==> config.mk <==
export PLATFORM = sky130hd
export DESIGN_NAME = rd_sched_desc_arb
export DESIGN_NICKNAME = d
export VERILOG_FILES = /design/src/rtl/rd_sched_pkg.sv /design/src/rtl/rd_sched_rr_arb.sv /design/src/rtl/rd_sched_desc_arb.sv
export SDC_FILE = /design/constraint.sdc
export NUM_CORES = 1
export LEC_CHECK = 0
export CAP_MARGIN = 20
export CORE_MARGIN = 1
export CORE_UTILIZATION = 65
export CTS_CLUSTER_DIAMETER = 60
export DETAILED_ROUTE_END_ITERATION = 6
export DONT_BUFFER_PORTS = 1
export PLACE_DENSITY_LB_ADDON = 0.15
export SYNTH_ARGS = -nofsm -noshare
export SYNTH_HDL_FRONTEND = slang
export SYNTH_SLANG_ARGS = --single-unit
==> constraint.sdc <==
create_clock -name clk_i -period 6.2 [get_ports clk_i]
set_input_delay 1.24 -clock clk_i [delete_from_list [all_inputs] [get_ports clk_i]]
set_output_delay 1.24 -clock clk_i [all_outputs]
set_load 0.02 [all_outputs]
==> src/rtl/rd_sched_pkg.sv <==
// Shared types for the RdSchedule descriptor path: descriptor layout and scheduler state.
package rd_sched_pkg;

    localparam int DESC_W     = 20;
    localparam int DESC_PTR_W = 9;
    localparam int DESC_LEN_W = 11;

    typedef struct packed {
        logic [DESC_PTR_W-1:0] ptr;
        logic [DESC_LEN_W-1:0] len;
    } desc_t;

    typedef enum logic [1:0] {
        IDLE      = 2'd0,
        ISSUE     = 2'd1,
        WAIT_DONE = 2'd2
    } state_e;

endpackage

==> src/rtl/rd_sched_rr_arb.sv <==
// Queue arbiter: round robin from rr_ptr, or strict priority (queue 0 highest)
// when RD_SCHED_STRICT_PRIO_EN is defined.
module rd_sched_rr_arb
    import rd_sched_pkg::*;
#(
    parameter int NUM_Q = 4,
    parameter int IDX_W = 2
) (
    input  logic [NUM_Q-1:0] req,
    input  logic [IDX_W-1:0] rr_ptr,
    output logic [NUM_Q-1:0] gnt,
    output logic [IDX_W-1:0] gnt_idx,
    output logic             gnt_valid
);

    logic [IDX_W-1:0] start;

`ifdef RD_SCHED_STRICT_PRIO_EN
    logic unused_rr_ptr;
    assign unused_rr_ptr = ^rr_ptr;
    assign start = '0;
`else
    assign start = rr_ptr;
`endif

    // Strict priority is the same upward search, just always anchored at queue 0.
    always_comb begin : search
        int idx;
        gnt       = '0;
        gnt_idx   = '0;
        gnt_valid = 1'b0;
        idx       = 0;
        for (int k = 0; k < NUM_Q; k++) begin
            idx = (int'(start) + k) % NUM_Q;
            if (!gnt_valid && req[idx[IDX_W-1:0]]) begin
                gnt_valid                = 1'b1;
                gnt[idx[IDX_W-1:0]]      = 1'b1;
                gnt_idx                  = idx[IDX_W-1:0];
            end
        end
    end

endmodule

==> src/rtl/rd_sched_desc_arb.sv <==
// Pops descriptors from NUM_Q queue FIFOs, drops illegal lengths, and keeps exactly one
// frame read in flight. Define RD_SCHED_STRICT_PRIO_EN for strict-priority arbitration.
module rd_sched_desc_arb
    import rd_sched_pkg::*;
#(
    parameter int NUM_Q      = 4,
    parameter int PTR_W      = DESC_PTR_W,
    parameter int LEN_W      = DESC_LEN_W,
    parameter int PAGE_BYTES = 64,
    parameter int MAX_LEN    = 1518,
    parameter int CNT_W      = 16,
    localparam int QID_W     = (NUM_Q > 1) ? $clog2(NUM_Q) : 1,
    localparam int PG_SHIFT  = $clog2(PAGE_BYTES),
    localparam int PAGES_W   = LEN_W + 1 - PG_SHIFT
) (
    input  logic                    clk_i,
    input  logic                    rst_ni,
    input  logic                    flush_i,
    input  logic [NUM_Q-1:0]        q_empty_i,
    input  logic [NUM_Q*DESC_W-1:0] q_data_i,
    output logic [NUM_Q-1:0]        q_pop_o,
    output logic                    desc_valid_o,
    input  logic                    desc_ready_i,
    output logic [PTR_W-1:0]        desc_ptr_o,
    output logic [LEN_W-1:0]        desc_len_o,
    output logic [PAGES_W-1:0]      desc_pages_o,
    output logic [QID_W-1:0]        desc_qid_o,
    input  logic                    rd_done_i,
    output logic                    busy_o,
    output logic [CNT_W-1:0]        drop_cnt_o
);

    localparam logic [LEN_W-1:0] MAX_LEN_L = LEN_W'(MAX_LEN);
    localparam logic [LEN_W:0]   PG_ROUND  = (LEN_W+1)'(PAGE_BYTES - 1);

    state_e           state_q, state_d;
    logic [QID_W-1:0] rr_q;
    logic [NUM_Q-1:0] gnt;
    logic [QID_W-1:0] gnt_idx;
    logic             gnt_valid;
    desc_t            head;
    logic             take;
    logic             legal;
    logic [LEN_W:0]   len_round;

    rd_sched_rr_arb #(
        .NUM_Q (NUM_Q),
        .IDX_W (QID_W)
    ) u_arb (
        .req       (~q_empty_i),
        .rr_ptr    (rr_q),
        .gnt       (gnt),
        .gnt_idx   (gnt_idx),
        .gnt_valid (gnt_valid)
    );

    assign head      = q_data_i[gnt_idx*DESC_W +: DESC_W];
    assign take      = (state_q == IDLE) && gnt_valid && !flush_i;
    assign legal     = (head.len != '0) && (head.len <= MAX_LEN_L);
    assign len_round = {1'b0, head.len} + PG_ROUND;

    always_ff @(posedge clk_i or negedge rst_ni) begin
        if (!rst_ni) state_q <= IDLE;
        else         state_q <= state_d;
    end

    always_comb begin
        state_d = state_q;
        if (flush_i) begin
            state_d = IDLE;
        end else begin
            case (state_q)
                IDLE:      if (gnt_valid && legal) state_d = ISSUE;
                ISSUE:     if (desc_ready_i)       state_d = WAIT_DONE;
                WAIT_DONE: if (rd_done_i)          state_d = IDLE;
                default:                           state_d = IDLE;
            endcase
        end
    end

    always_comb begin
        q_pop_o      = take ? gnt : '0;
        desc_valid_o = (state_q == ISSUE);
        busy_o       = (state_q != IDLE);
    end

    // The popped entry is captured even when it gets dropped; only the FSM decides whether it is issued.
    always_ff @(posedge clk_i or negedge rst_ni) begin
        if (!rst_ni) begin
            desc_ptr_o   <= '0;
            desc_len_o   <= '0;
            desc_pages_o <= '0;
            desc_qid_o   <= '0;
        end else if (flush_i) begin
            desc_ptr_o   <= '0;
            desc_len_o   <= '0;
            desc_pages_o <= '0;
            desc_qid_o   <= '0;
        end else if (take) begin
            desc_ptr_o   <= head.ptr;
            desc_len_o   <= head.len;
            desc_pages_o <= PAGES_W'(len_round >> PG_SHIFT);
            desc_qid_o   <= gnt_idx;
        end
    end

    always_ff @(posedge clk_i or negedge rst_ni) begin
        if (!rst_ni) begin
            rr_q <= '0;
        end else if (take) begin
`ifdef RD_SCHED_STRICT_PRIO_EN
            rr_q <= '0;
`else
            rr_q <= (gnt_idx == QID_W'(NUM_Q - 1)) ? '0 : gnt_idx + 1'b1;
`endif
        end
    end

    always_ff @(posedge clk_i or negedge rst_ni) begin
        if (!rst_ni) begin
            drop_cnt_o <= '0;
        end else if (take && !legal && (drop_cnt_o != '1)) begin
            drop_cnt_o <= drop_cnt_o + 1'b1;
        end
    end

endmodule

## Word level (Yosys, flattened, before mapping)

Cells that the tools add are included.

| operators by class | value |
|---|---|
| add/sub/neg operators | 6 |
| $lt $le $gt $ge | 9 |
| mux-type cells | 43 |
| $mul | 1 |
| equality and inequality tests | 7 |
| reductions and logical operators | 23 |
| shift-type cells | 1 |
| bitwise gates (word level) | 4 |

Operator list:

| operator | count |
|---|---|
| 80-bit by 8-bit variable part select with 20-bit output | 1 |
| 11-bit 2-to-1 mux | 2 |
| 2-bit 2-to-1 mux | 11 |
| 4-bit 2-to-1 mux | 5 |
| 9-bit 2-to-1 mux | 2 |
| 16-bit by 1-bit adder with 16-bit output, second input constant | 1 |
| 16-bit inequality test, second input constant | 1 |
| 1-bit logical AND | 13 |
| 11-bit by 6-bit adder with 12-bit output, second input constant | 1 |
| 2-bit by 3-bit < comparator with 1-bit output, second input constant | 4 |
| 1-bit 2-to-1 mux | 12 |
| 6-bit 2-to-1 mux | 2 |
| 4-bit OR | 3 |
| 11-bit less-or-equal comparator, second input constant | 1 |
| 11-bit nonzero test | 1 |
| 1-bit binary-select mux with 2-bit select | 4 |
| 1-bit demux with 2-bit select | 4 |
| 2-bit by 1-bit greater-or-equal comparator with 1-bit output, second input constant | 4 |
| 3-bit by 2-bit inequality test with 1-bit output, second input constant | 2 |
| 2-bit case mux with 3 select lines | 1 |
| 1-bit zero test | 5 |
| 2-bit by 3-bit multiplier with 5-bit output, second input constant | 1 |
| 2-bit by 1-bit adder with 2-bit output, second input constant | 2 |
| 2-bit adder, second input constant | 2 |
| 7 further kinds | 9 |

| word-level totals | value |
|---|---|
| output and inout port bits | 50 |
| flip-flop bits (word level) | 48 |
| input port bits | 89 |

## Depth between registers and ports, before layout

| depth | value |
|---|---|
| depth in word-level cells | 21 |
| mapped depth | 21 |
| mapped depth without buffers | 13 |

## Hierarchy

Synthesis repeated with hierarchy kept, for this count alone.

| unflattened totals | value |
|---|---|
| cell total of the unflattened synthesis | 254 |
| area total of the unflattened synthesis | 3099.2 sq um |

Modules (own cells, without submodules):

| module | sequential area each (sq um) | area each (sq um) | cells each | times used |
|---|---|---|---|---|
| rd_sched_desc_arb | 1201.2 | 2677.6 | 209 | 1 |
| rd_sched_rr_arb | 0.0 | 421.7 | 45 | 1 |

## Least setup slack after synthesis

Ideal clock, no wire load.

| timing | value |
|---|---|
| kind | register -> register |
| from | register rr_q[0] |
| to | register drop_cnt_o[12] |
| path slack | 1.537 ns |
| data arrival time | 4.538 ns |
| path buffers | 6 |
| data required time | 6.075 ns |
| cell stages (with the launch flop) | 20 |
| path through | dfrtp_1 -> buf_2 -> buf_2 -> inv_1 -> clkbuf_1 -> ha_1 -> buf_6 -> mux4_2 -> a21bo_1 -> buf_6 -> and3_1 -> buf_2 -> nor2_2 -> mux2i_1 -> mux2i_1 -> or4_4 -> nand3b_4 -> nand2_1 -> nor4b_1 -> mux2_2 |

| between the ends | value |
|---|---|
| longest elaborated chain between the ends | 19 |
| elaborated cells between the ends (all ways) | 35 |

RTL lines:

| element | RTL line | source |
|---|---|---|
| from (decl) | rd_sched_desc_arb.sv:37 | `logic [QID_W-1:0] rr_q;` |
| from (signal assigned) | rd_sched_desc_arb.sv:114 | `rr_q <= (gnt_idx == QID_W'(NUM_Q - 1)) ? '0 : gnt_idx + 1'b1;` |
| branches (longest 17 deep; another with 2-bit by 3-bit multiplier with 5-bit output) | -- |  |
| 1-bit logical AND (*) (2 in a row) | rd_sched_desc_arb.sv:122 | `end else if (take && !legal && (drop_cnt_o != '1)) begin` |
| to (signal assigned) | rd_sched_desc_arb.sv:123 | `drop_cnt_o <= drop_cnt_o + 1'b1;` |
| to (decl) | rd_sched_desc_arb.sv:30 | `output logic [CNT_W-1:0] drop_cnt_o` |

Every way passes the cells marked *. The select of a mux whose other input is x is not followed.
A chain may end at the register's enable or synchronous reset.

## Final worst setup path

| timing | value |
|---|---|
| from | register rr_q[1] |
| to | register drop_cnt_o[12] |

Same word-level chain as after synthesis.

==> results.json <==
{
  "numCtsBuffers": 5,
  "hp-class": "reg2reg",
  "min_to": "state_q[0]$_DFFE_PN0P_",
  "whs_ns": 0.465,
  "layout-drive-gt1-share_pct": 8.91,
  "ys_warn_count": 0,
  "worst_pin_slew_ns": 0.983,
  "post_cts_buffers": 0,
  "grt-ovfl-total": 0,
  "hp-start": "state_q[1]$_DFFE_PN0P_",
  "period_needed_ns": 5.34,
  "slowest_delay_ns": 0.68,
  "grt_antenna_before_repair": 0,
  "timing.fmax_mhz": 187,
  "yosysSeqAreaShare_pct": 30.1,
  "wl_per_cell_um": 19.6,
  "dieWidth_um": 80.4,
  "dp.cells": 525,
  "postLayoutCoreUtil_pct": 68.9,
  "ys_top_cells_by_area": "dfrtp_1 30%, nand2_1 6.3%, mux2i_1 4.8%, nand3_1 4.8%, o21ai_0 4.3%",
  "required_ns": 6.39,
  "power.density_nw_per_um2": 613,
  "slew_headroom_pct": 34.1,
  "leakage_uw": 0.00175,
  "grt_max_degree": 66,
  "cts_resized": 0,
  "drt_pre_antenna_iters": 5,
  "drv_cap": 0,
  "fillers": 501,
  "clkSinkCount": 48,
  "ys.flop_type": "dfrtp_1",
  "ctsHtreeMaxLevel": 2,
  "ant_nets": 0,
  "syn2layout_area_growth_pct": 2.16,
  "synth_cell_types": 67,
  "start_util_pct": 67.4,
  "cts-root-buf": "clkbuf_8",
  "reg2reg_slack_ns": 0.86,
  "core.rowCount": 28,
  "clock_path_buffers": 2,
  "status": "finished clean",
  "dp_slack_ns": 0.936,
  "rsz0062_at_grt": "false",
  "die-area_um2": 6460,
  "synth_nets": 585,
  "yosysTopAreaCell": "dfrtp_1",
  "ys_ff_latch": 48,
  "hold_viol_final": 0,
  "worst_slack_ns": 0.858,
  "critPathKind": "reg2reg",
  "cpMaxStageDelayCell": "mux4_2",
  "grt_use_total_pct": 33.0,
  "cp_cell_sequence": "inv_1 > ha_1 > mux4_2 > a21bo_1 > and3_1 > nor2_2 > buf_4 > mux2i_1 > mux2i_1 > or4_4 > nand3b_4 > nand2_1 > nor4b_1 > mux2_2",
  "cp_max_fo": 24,
  "final_cells": 535,
  "wl_mm": 10.5,
  "drt_iter0_markers": 430,
  "syn_avg_cell_area_um2": 8.19,
  "dp_hpwl_mm": 7.62,
  "r2r_start": "rr_q[1]$_DFFE_PN0P_",
  "cts_tree": "yes",
  "viasPerCell": 6.93,
  "nNetsFinal": 557,
  "worst_path_most_repeated_cell": "mux2i_1",
  "core_area_um2": 5920,
  "finalSetupViolCount": 0,
  "syn-cell-area_um2": 3990,
  "async_flop_share_pct": 100,
  "min_path_cells": 1,
  "numPortBuffers": 0,
  "clock_latency_ns": 0.31,
  "synth_edf_count": 0,
  "num_io_pins": 139,
  "diodes": 0,
  "clk_pin_slew_worst_paths_ns": 0.10,
  "cp.arrival_ns": 5.53,
  "synthCells": 487,
  "place.gp.congestion": 0.904,
  "synth.most_common_cell": "nand2_1",
  "cts_hold_buf": 0,
  "chipHeight_um": 80.4,
  "drc_errors": 0,
  "ys_top_cells_by_count": "67 x nand2_1, 48 x dfrtp_1, 38 x nand3_1",
  "finalCritPeriodShare_pct": 86.2,
  "drv_slew": 0,
  "final.setup.tns_ns": 0,
  "cp-start-kind": "register",
  "grt_pass1_wl_mm": 16.6,
  "synth_top_cell_area_share_pct": 30.1,
  "reg2reg_depth": 14,
  "end_kind": "register",
  "num_vias": 3706,
  "peakVddDrop_mv": 0.389,
  "grt_pass1_vias": 3374,
  "skew_ns": 0.0130,
  "rr_endpoint": "drop_cnt_o[12]$_DFFE_PN0P_"
}
## flip-flops by register name, indices dropped and copies added, names as in the netlist
register	count
state_q	2
rr_q	2
desc_ptr_o	9
desc_pages_o	6
desc_qid_o	2
desc_len_o	11
drop_cnt_o	16
## worst max-delay path: cells and delay by family (launching register included)
kind	cells	cell delay, ns
simple gates	6	1.67
mux	4	1.36
flops	1	0.65
compound gates	1	0.63
fa+ha+maj	1	0.50
buf+inv	2	0.40
## stage by stage
stage / total power (µW) / instance area, µm²
2_1_floorplan: 1960 / 3990
3_3_place_gp: 2150 / 3920
3_5_place_dp: 2190 / 3920
4_1_cts: 2470 / 4050
5_1_grt: 2710 / 4080
6_report: 2500 / 4080
## how the worst max path moves through the flow
stage                         from                    endpoint  slack [ns]  cells past startpoint
6_report       rr_q[1]$_DFFE_PN0P_  drop_cnt_o[12]$_DFFE_PN0P_        0.86                     14
5_1_grt        rr_q[1]$_DFFE_PN0P_  drop_cnt_o[14]$_DFFE_PN0P_        0.58                     14
4_1_cts        rr_q[1]$_DFFE_PN0P_  drop_cnt_o[12]$_DFFE_PN0P_        0.90                     14
3_5_place_dp   rr_q[1]$_DFFE_PN0P_  drop_cnt_o[12]$_DFFE_PN0P_        0.94                     14
3_3_place_gp   rr_q[1]$_DFFE_PN0P_   drop_cnt_o[9]$_DFFE_PN0P_        1.15                     14
2_1_floorplan  rr_q[0]$_DFFE_PN0P_  drop_cnt_o[12]$_DFFE_PN0P_        1.54                     19
## logic make-up (layout without fill, tap and decap cells)
family	count (synthesis)	count (layout)	synth area share [%]
simple gates	220	220	27.8
flops	48	48	30.1
fa+ha+maj	9	9	2.82
mux	26	26	7.59
compound gates	116	116	21.7
buf+inv	50	23	6.02
xor+xnor	18	18	3.95
## power by group
| part | switching, µW | internal [µW] | total (µW) |
|---|---|---|---|
| Sequential | 177 | 401 | 578 |
| Clock | 113 | 162 | 276 |
| Combinational | 1030 | 620 | 1650 |
## layout by cell type (no fill, tap or decap), types with 3 or more instances in the layout
cell / n
nor3_1: 21
dfrtp_1: 47
and3_1: 4
a22o_1: 6
a221oi_1: 6
nand3_1: 38
or3_1: 4
inv_1: 9
nand2_1: 67
nor3b_1: 3
nor2b_1: 6
o21ai_1: 4
mux2i_1: 19
o32ai_1: 4
or2_2: 4
and3b_1: 3
mux4_2: 3
nand2b_1: 8
o21ai_0: 34
nor3_2: 5
o22ai_1: 8
xor2_1: 12
o32a_1: 9
a211oi_1: 4
a21oi_1: 9
a32o_1: 10
nor2_1: 29
buf_4: 5
nand4_1: 8
clkbuf_8: 5
nor4_1: 8
xnor2_1: 6
ha_1: 9
## metal layers
layer	global-route usage, %	vias to the layer above	wire length [µm]
li1	-	1737	-
met1	43.3	1774	4290
met2	54.1	185	5090
met3	8.75	10	975
met4	7.32	0	110
met5	0	-	0
## cell type report
| class | instances | area, µm² | area share, % |
|---|---|---|---|
| Multi-Input combinational cell | 389 | 2560 | 62.7 |
| Sequential cell | 48 | 1200 | 29.5 |
| Tap cell | 75 | 93.8 | 2.30 |
| Clock buffer | 5 | 68.8 | 1.69 |
| Clock inverter | 3 | 68.8 | 1.69 |
| Timing Repair Buffer | 6 | 52.6 | 1.29 |
| Inverter | 9 | 33.8 | 0.829 |
Power figures use the tool's default switching activity.
